[src/rtl/ddr_rd_arbiter.sv]
// rtl/ddr_rd_arbiter.sv - round-robin arbiter sharing one DDR read port among NUM_REQ requesters
// One burst outstanding at a time; returned beats are steered to the requester that owns the burst.
module ddr_rd_arbiter #(
    parameter int NUM_REQ   = 4,
    parameter int ID_W      = 2,
    parameter int MAX_BURST = 8
) (
    input  logic                 clock,
    input  logic                 reset,
    input  logic [NUM_REQ-1:0]   req_rd,
    input  logic [29*NUM_REQ-1:0] req_addr,
    input  logic [8*NUM_REQ-1:0] req_burstcnt,
    output logic [NUM_REQ-1:0]   req_ack,
    output logic [NUM_REQ-1:0]   req_valid,
    output logic [63:0]          req_readdata,
    output logic [28:0]          ddram_addr,
    output logic [7:0]           ddram_burstcnt,
    output logic                 ddram_rd,
    input  logic                 ddram_busy,
    input  logic                 ddram_valid_in,
    input  logic [63:0]          ddram_readdata_in,
    output logic [ID_W-1:0]      active_id,
    output logic                 idle
);

    typedef enum logic [1:0] {
        S_IDLE  = 2'd0,
        S_ISSUE = 2'd1,
        S_DATA  = 2'd2
    } state_t;

    state_t            r_state;
    logic [ID_W-1:0]   r_last_grant;
    logic [7:0]        r_beats;

    logic              w_found;
    logic [ID_W-1:0]   w_grant;
    logic [ID_W-1:0]   w_sel;
    int                w_idx;
    logic [28:0]       w_addr;
    logic [7:0]        w_burst_raw;
    logic [7:0]        w_burst;

    // Search upward from the requester after the last winner, wrapping around.
    always_comb begin
        w_found = 1'b0;
        w_grant = '0;
        w_idx   = 0;
        w_sel   = '0;
        for (int k = 1; k <= NUM_REQ; k++) begin
            w_idx = (int'(r_last_grant) + k) % NUM_REQ;
            w_sel = ID_W'(w_idx);
            if (!w_found && req_rd[w_sel]) begin
                w_found = 1'b1;
                w_grant = w_sel;
            end
        end
    end

    always_comb begin
        w_addr      = '0;
        w_burst_raw = '0;
        for (int i = 0; i < NUM_REQ; i++) begin
            if (w_grant == ID_W'(i)) begin
                w_addr      = req_addr[29*i +: 29];
                w_burst_raw = req_burstcnt[8*i +: 8];
            end
        end
        if (w_burst_raw == 8'd0)
            w_burst = 8'd1;
        else if (w_burst_raw > 8'(MAX_BURST))
            w_burst = 8'(MAX_BURST);
        else
            w_burst = w_burst_raw;
    end

    always_ff @(posedge clock) begin
        if (reset) begin
            r_state        <= S_IDLE;
            r_last_grant   <= ID_W'(NUM_REQ - 1);
            r_beats        <= '0;
            ddram_rd       <= 1'b0;
            ddram_addr     <= '0;
            ddram_burstcnt <= '0;
            req_ack        <= '0;
            req_valid      <= '0;
            req_readdata   <= '0;
            active_id      <= '0;
            idle           <= 1'b1;
        end else begin
            req_ack   <= '0;
            req_valid <= '0;
            case (r_state)
                S_IDLE: begin
                    if (w_found) begin
                        active_id      <= w_grant;
                        ddram_addr     <= w_addr;
                        ddram_burstcnt <= w_burst;
                        r_beats        <= w_burst;
                        ddram_rd       <= 1'b1;
                        idle           <= 1'b0;
                        r_state        <= S_ISSUE;
                    end
                end
                S_ISSUE: begin
                    if (!ddram_busy) begin
                        ddram_rd     <= 1'b0;
                        req_ack      <= NUM_REQ'(1) << active_id;
                        r_last_grant <= active_id;
                        r_state      <= S_DATA;
                    end
                end
                S_DATA: begin
                    if (ddram_valid_in) begin
                        req_readdata <= ddram_readdata_in;
                        req_valid    <= NUM_REQ'(1) << active_id;
                        r_beats      <= r_beats - 8'd1;
                        if (r_beats == 8'd1) begin
                            idle    <= 1'b1;
                            r_state <= S_IDLE;
                        end
                    end
                end
                default: begin
                    idle    <= 1'b1;
                    r_state <= S_IDLE;
                end
            endcase
        end
    end

endmodule

[config.mk]
export PLATFORM = sky130hd
export DESIGN_NAME = ddr_rd_arbiter
export DESIGN_NICKNAME = d
export VERILOG_FILES = /design/src/rtl/ddr_rd_arbiter.sv
export SDC_FILE = /design/constraint.sdc
export NUM_CORES = 1
export LEC_CHECK = 0
export ABC_AREA = 1
export BUFFER_PORTS_ARGS = -buffer_cell sky130_fd_sc_hd__buf_2
export CORE_AREA = 3 3 127 129
export DETAILED_ROUTE_END_ITERATION = 10
export DIE_AREA = 0 0 130 132
export PLACE_DENSITY_LB_ADDON = 0.15
export SLEW_MARGIN = 20
export SYNTH_ARGS = -nofsm -noshare
export SYNTH_HDL_FRONTEND = slang
export SYNTH_SLANG_ARGS = --single-unit
[constraint.sdc]
create_clock -name clock -period 5.2 [get_ports clock]
set_input_delay 0.26 -clock clock [delete_from_list [all_inputs] [get_ports clock]]
set_output_delay 0.26 -clock clock [all_outputs]
set_load 0.01 [all_outputs]
# Word-level counts from Yosys, hierarchy flattened
# Index checks and enable logic that the tools add are counted.
[op_classes]
mux = 41
div_mod_pow = 0
shift = 1
magnitude_cmp = 5
bitwise = 4
mul = 0
n_addsub = 5
eq_ne = 10
reduce_logical = 20
[op_table]
columns = ["operator", "n"]
rows = [
  ["29-bit 2-to-1 mux", 4],
  ["8-bit 2-to-1 mux", 8],
  ["2-bit 2-to-1 mux", 8],
  ["8-bit one-hot mux with 2 select lines", 1],
  ["1-bit 2-to-1 mux", 13],
  ["2-bit by 3-bit less-than comparator with 1-bit output, second input constant", 4],
  ["1-bit binary-select mux with 2-bit select", 4],
  ["8-bit by 1-bit == test with 1-bit output, second input constant", 1],
  ["8-bit by 4-bit greater-than comparator with 1-bit output, second input constant", 1],
  ["8-bit zero test", 1],
  ["2-bit != test, second input constant", 4],
  ["4-bit AND reduction", 2],
  ["8-bit by 1-bit subtractor with 8-bit output, second input constant", 1],
  ["2-bit == test, second input constant", 3],
  ["2-bit one-hot mux with 3 select lines", 1],
  ["2-bit AND reduction", 3],
  ["3-bit AND reduction", 2],
  ["3-bit OR reduction", 2],
  ["2-bit by 1-bit adder with 2-bit output, second input constant", 2],
  ["2-bit adder, second input constant", 2],
  ["2-bit by 1-bit == test with 1-bit output, second input constant", 2],
  ["2-bit zero test", 2],
  ["1-bit inverter", 4],
  ["2-bit nonzero test", 2],
  ["other kinds (5)", 9],
]
[totals]
latchBits = 0
in_bits = 220
out_inout_bits = 113
register_bits = 125
romBits = 0
word_cells = 97
mem_bits_rw = 0
memories = 0

# Logic depth before layout (Yosys ltp)
[logic_depth]
ltp_word = 23
ltp_mapped = 20
depth_no_buf = 19

# Least setup slack after synthesis
# OpenSTA, ideal clock, no wires.
[synth_path]
kind = "register to register"
startpoint = "reg r_last_grant[0]"
endpoint = "reg r_beats[7]"
synth_period_minus_slack_ns = 1.945
t_arrival_ns = 1.831
path_stages_with_launch = 17
path_slack_ns = 3.255
cell_sequence = "dfxtp_1 > buf_4 > nand2_1 > nand2_2 > nand2_2 > nand2_4 > nor2_4 > nand4_1 > nand2_2 > inv_2 > nor2_8 > inv_2 > nand2_1 > or2_1 > nor2_1 > a21oi_1 > o21a_1"
[synth_between]
elab_chain_len = 23
[synth_rtl]
columns = ["item", "line_no", "text"]
rows = [
  ["start, declared", "33", "logic [ID_W-1:0] r_last_grant;"],
  ["start signal, assigned", "80", "r_last_grant <= ID_W'(NUM_REQ - 1);"],
  ["start signal, assigned", "109", "r_last_grant <= active_id;"],
  ["2-bit by 1-bit adder with 2-bit output", "51", "w_idx = (int'(r_last_grant) + k) % NUM_REQ;"],
  ["1-bit binary-select mux with 2-bit select", "53", "if (!w_found && req_rd[w_sel]) begin"],
  ["1-bit 2-to-1 mux (implied by the code)", "53", ""],
  ["1-bit 2-to-1 mux", "53", ""],
  ["1-bit zero test", "53", ""],
  ["1-bit logical AND", "53", ""],
  ["1-bit 2-to-1 mux", "53", ""],
  ["1-bit zero test", "53", ""],
  ["[4 not listed]", "-", ""],
  ["2-bit 2-to-1 mux", "53", ""],
  ["2-bit zero test", "64", "if (w_grant == ID_W'(i)) begin"],
  ["8-bit 2-to-1 mux (4 in a row)", "64", ""],
  ["8-bit by 4-bit greater-than comparator with 1-bit output", "71", "else if (w_burst_raw > 8'(MAX_BURST))"],
  ["8-bit 2-to-1 mux", "71", ""],
  ["8-bit 2-to-1 mux", "69", "if (w_burst_raw == 8'd0)"],
  ["8-bit 2-to-1 mux", "95", "if (w_found) begin"],
  ["8-bit one-hot mux with 2 select lines", "93", "case (r_state)"],
  ["end signal, assigned", "99", "r_beats <= w_burst;"],
  ["end signal, assigned", "117", "r_beats <= r_beats - 8'd1;"],
  ["end, declared", "34", "logic [7:0] r_beats;"],
]
# Several ways; a longest one is shown, not always the timed one. The select of a mux whose other input is x is not followed.
# A chain may end at the register's enable or synchronous reset.

# Worst setup path in the final report
[layout_path]
startpoint = "reg r_last_grant[0]"
endpoint = "reg ddram_addr[20]"
[layout_between]
elab_chain_len = 18
[layout_rtl]
columns = ["item", "line_no", "text"]
rows = [
  ["2-bit by 1-bit adder with 2-bit output", "51", ""],
  ["1-bit binary-select mux with 2-bit select", "53", ""],
  ["1-bit 2-to-1 mux (implied by the code)", "53", ""],
  ["1-bit 2-to-1 mux", "53", ""],
  ["1-bit zero test", "53", ""],
  ["1-bit logical AND", "53", ""],
  ["1-bit 2-to-1 mux", "53", ""],
  ["1-bit zero test", "53", ""],
  ["1-bit logical AND", "53", ""],
  ["1-bit 2-to-1 mux", "53", ""],
  ["1-bit zero test", "53", ""],
  ["1-bit logical AND", "53", ""],
  ["2-bit 2-to-1 mux", "53", ""],
  ["2-bit zero test", "64", ""],
  ["29-bit 2-to-1 mux (4 in a row)", "64", ""],
  ["end signal, assigned", "97", "ddram_addr <= w_addr;"],
  ["end, declared", "16", "output logic [28:0] ddram_addr,"],
]
# Several ways; a longest one is shown, not always the timed one. The select of a mux whose other input is x is not followed.

==> results.md <==
- Tcrit/Tclk final: 62.3%
- Post-cts gate resize count: 0
- Register area share after synthesis: 44.4%
- Post-synth ARST share: 0%
- Final setup viols: 0
- Critical Path End Type: register
- CP Cell Sequence: inv_2 -> nand2_1 -> nand2_1 -> nand2_2 -> nand2_4 -> nand2_2 -> inv_1 -> a21oi_2 -> nand3_4 -> nor2_2 -> inv_1 -> nor2_1 -> nor2_1 -> nor2_1 -> o21ai_1
- CTS Buf Count: 17
- Setup ws final: 1960 ps
- Initial antenna violation count: 2
- Slowest cell delay on critical path: 820 ps
- Top_reg_cell synth: dfxtp_1
- Drt via density: 4.83
- Detailed Routing Iterations Pass 1: 5
- CP required: 5490 ps
- Static leakage: 4.21 nW
- Post-CTS Setup Bufs: 0
- Slew Viols, Final: 0
- Clk Latency, worst-skew pair: 410 ps
- Most frequent CP cell: nor2_1
- H-tree depth: 4
- Final #Nets: 1,323
- Yosys cell types: 39
- CTS clk-pin slew, worst paths: 60 ps
- Mapped Nets: 1,010
- Post-route setup TNS: 0 ps
- Die X: 130 um
- Yosys warning count: 0
- Slew at the pin closest to its max-slew limit: 1050 ps
- Slowest CP cell: nor2_2
- Hold-fix buffers, CTS: 0
- Gpl congestion: 0.855
- Finished layout cell area: 0.00795 mm2
- Remaining global-route overflow: 0
- Syn Inst Count: 788
- Initial core utilization: 37.2%
- Die H: 132 um
- Clock Tree Buf Depth: 2
- Rows: 45
- DRC viols: 0
- Worst Hold Class: in2reg
- Setup Skew: 8.48 ps
- Max FO, Critical Path: 25
- Peak VDD IR: 0.000236 V
- CORE AREA: 0.0151 mm2
- Area after DPL: 0.00737 mm2
- Synth Register Bits: 125
- First-pass GRT wire length: 29,100 um
- Final hold violations: 0
- Post-synth EDFFs: 0
- Min cycle time layout: 3240 ps
- Crit path max-delay family: simple AND/OR/NAND/NOR gates
- Root Buffer: clkbuf_16
- # IOs: 333
- Outcome: finished clean
- Pwr Density: 470 mW/mm2
- Vias: 6,290
- Largest net degree at the start of global routing: 68
- CTS tree: done
- Die ar.: 0.0172 mm2
- Number of max-cap violations: 0
- Final Power: 3.74 mW
- Drt initial violations: 253
- Worst endpoint data arrival time: 3530 ps
- Routed wire per std cell: 14.5 um
- Vias in the first global route: 5,920
- Buf+Inv Stages, Crit Path: 3
- Port bufs: 332
- Critical Path Start Type: register
- Area grow syn2layout: 41.2%
- RSZ-0062 raised after global routing: false
- FMAX: 0.308 GHz
- Share of cells above drive strength 1: 37.1%
- WL final: 18,900 um
- Post-synth design cell area: 0.00563 mm2
- Post-route ant nets: 0
- Global Route Usage Sum: 20.9%
- Setup WS pre-CTS: 2000 ps
- Worst relative slew slack: 29.9%
- Clock Sinks: 125
- Layout fillers: 1,528
- DP Wirelength: 13,800 um
- Avg Inst Size Synth: 7.15 um2
- CP Class: reg2reg
[final timing paths]
check / start / to / depth (start not counted) / slack [ps]
worst max-delay path: r_last_grant[0]$_SDFFE_PP1P_ / ddram_addr[20]$_SDFFE_PP0P_ / 15 / 1960
worst min-delay path: ddram_readdata_in[54] / req_readdata[54]$_SDFFE_PP0P_ / 3 / 70
worst max register to register: r_last_grant[0]$_SDFFE_PP1P_ / ddram_addr[20]$_SDFFE_PP0P_ / 15 / 1960
worst min register to register: ddram_burstcnt[5]$_SDFFE_PP0P_ / ddram_burstcnt[5]$_SDFFE_PP0P_ / 2 / 440
[cell type report]
type / count / area (um2) / share of cell area, %
antenna: 2 / 5.00 / 0.0629
clock buffer: 21 / 460 / 5.79
clock inverter: 9 / 114 / 1.43
inverter: 35 / 135 / 1.70
multi-input combinational: 586 / 2810 / 35.3
sequential: 125 / 2500 / 31.5
tap: 188 / 235 / 2.96
timing repair buffer: 336 / 1690 / 21.3
[metal layers]
metal  track usage, %  share of wire [%]  vias up
li1                 -                  -     3233
met1             24.3                 40     2789
met2             37.0                 50      240
met3             5.47                7.5       28
met4             7.16                2.0        0
met5                0                  0        -
[where the power goes]
group	total, mW	internal [mW]	switching (mW)	leakage [nW]
Combinational	1.34	0.484	0.856	2.92
Clock	1.16	0.727	0.428	0.272
Sequential	1.24	1.14	0.104	1.02
[worst reg2reg max path: stages, from the launching register on]
cell and delay, ps:
dfxtp_1 560, inv_2 200, nand2_1 100, nand2_1 80
nand2_2 110, nand2_4 70, nand2_2 80, inv_1 60
a21oi_2 160, nand3_4 150, nor2_2 820, inv_1 340
nor2_1 170, nor2_1 70, nor2_1 100, o21ai_1 70
[sequential cells by signal, indices dropped and copies added, names as in the netlist]
register and flops:
idle 1, r_last_grant 2, req_valid 4, r_beats 8, req_ack 4, ddram_addr 29
ddram_burstcnt 8, ddram_rd 1, r_state 2, active_id 2, req_readdata 64
[cell usage in the layout, fill, tap and decap left out, types with 2 or more instances in the layout]
cell / instances
nand2_4: 2
o21ai_1: 16
or4_1: 2
nor3_1: 12
nor2_1: 168
o211ai_1: 16
bufinv_16: 2
nand4_1: 17
o22ai_1: 9
nand2_1: 169
inv_1: 24
a21oi_1: 11
nand2_2: 9
buf_2: 332
nor4_1: 2
nor2_4: 6
dfxtp_1: 125
buf_4: 4
diode_2: 2
clkbuf_8: 2
clkinv_2: 2
nor2_2: 6
nor2_8: 2
o21ai_2: 2
clkbuf_16: 17
clkinvlp_4: 3
clkbuf_1: 2
nand3_1: 13
a211oi_1: 8
ha_1: 2
o21ai_0: 97
nand3_2: 7
inv_2: 9
clkinv_4: 2
[metrics by stage]
stage	hold slack [ps]	util, %	std cells
after floorplan	395	-	788
after global placement	428	48.7	1270
after detailed placement	431	48.7	1270
after CTS	55.5	52.5	1300
after global routing	60.5	52.5	1302
final	72.0	52.5	1302
[cells in the mapped netlist, types with 2 or more instances]
master	instances	area share [%]
nand2_4	2	0.40
nor2_1	170	11
nor3_1	12	1.1
nand2_2	9	1.0
nand3_1	13	1.2
a21oi_1	11	0.98
buf_6	2	0.40
nand3_2	7	1.2
inv_2	10	0.67
o21ai_0	97	8.6
ha_1	2	0.44
o21ai_2	2	0.31
a211oi_1	8	1.1
o22ai_1	9	1.0
nand4_1	17	1.9
nand2_1	169	11
inv_1	24	1.6
nor2_8	2	0.71
nor4_1	2	0.22
nor2_4	5	1.0
or4_1	2	0.27
o211ai_1	16	2.1
buf_4	3	0.40
buf_2	11	0.98
dfxtp_1	125	44
clkbuf_1	26	1.7
nor2_2	5	0.56
o21ai_1	16	1.4
[cell families (layout without fill, tap and decap cells)]
group                    count (synthesis)  count (layout)  share of synthesized area [%]
AO/OA/AOI/OAI                          162             162                           16.0
buffers and inverters                   77             401                           5.89
adder cells (fa/ha/maj)                  2               2                          0.444
other                                    0               2                              0
AND/OR/NAND/NOR                        420             420                           33.0
XOR/XNOR                                 2               2                          0.311
flip-flops                             125             125                           44.4
Power figures use the tool's default switching activity.
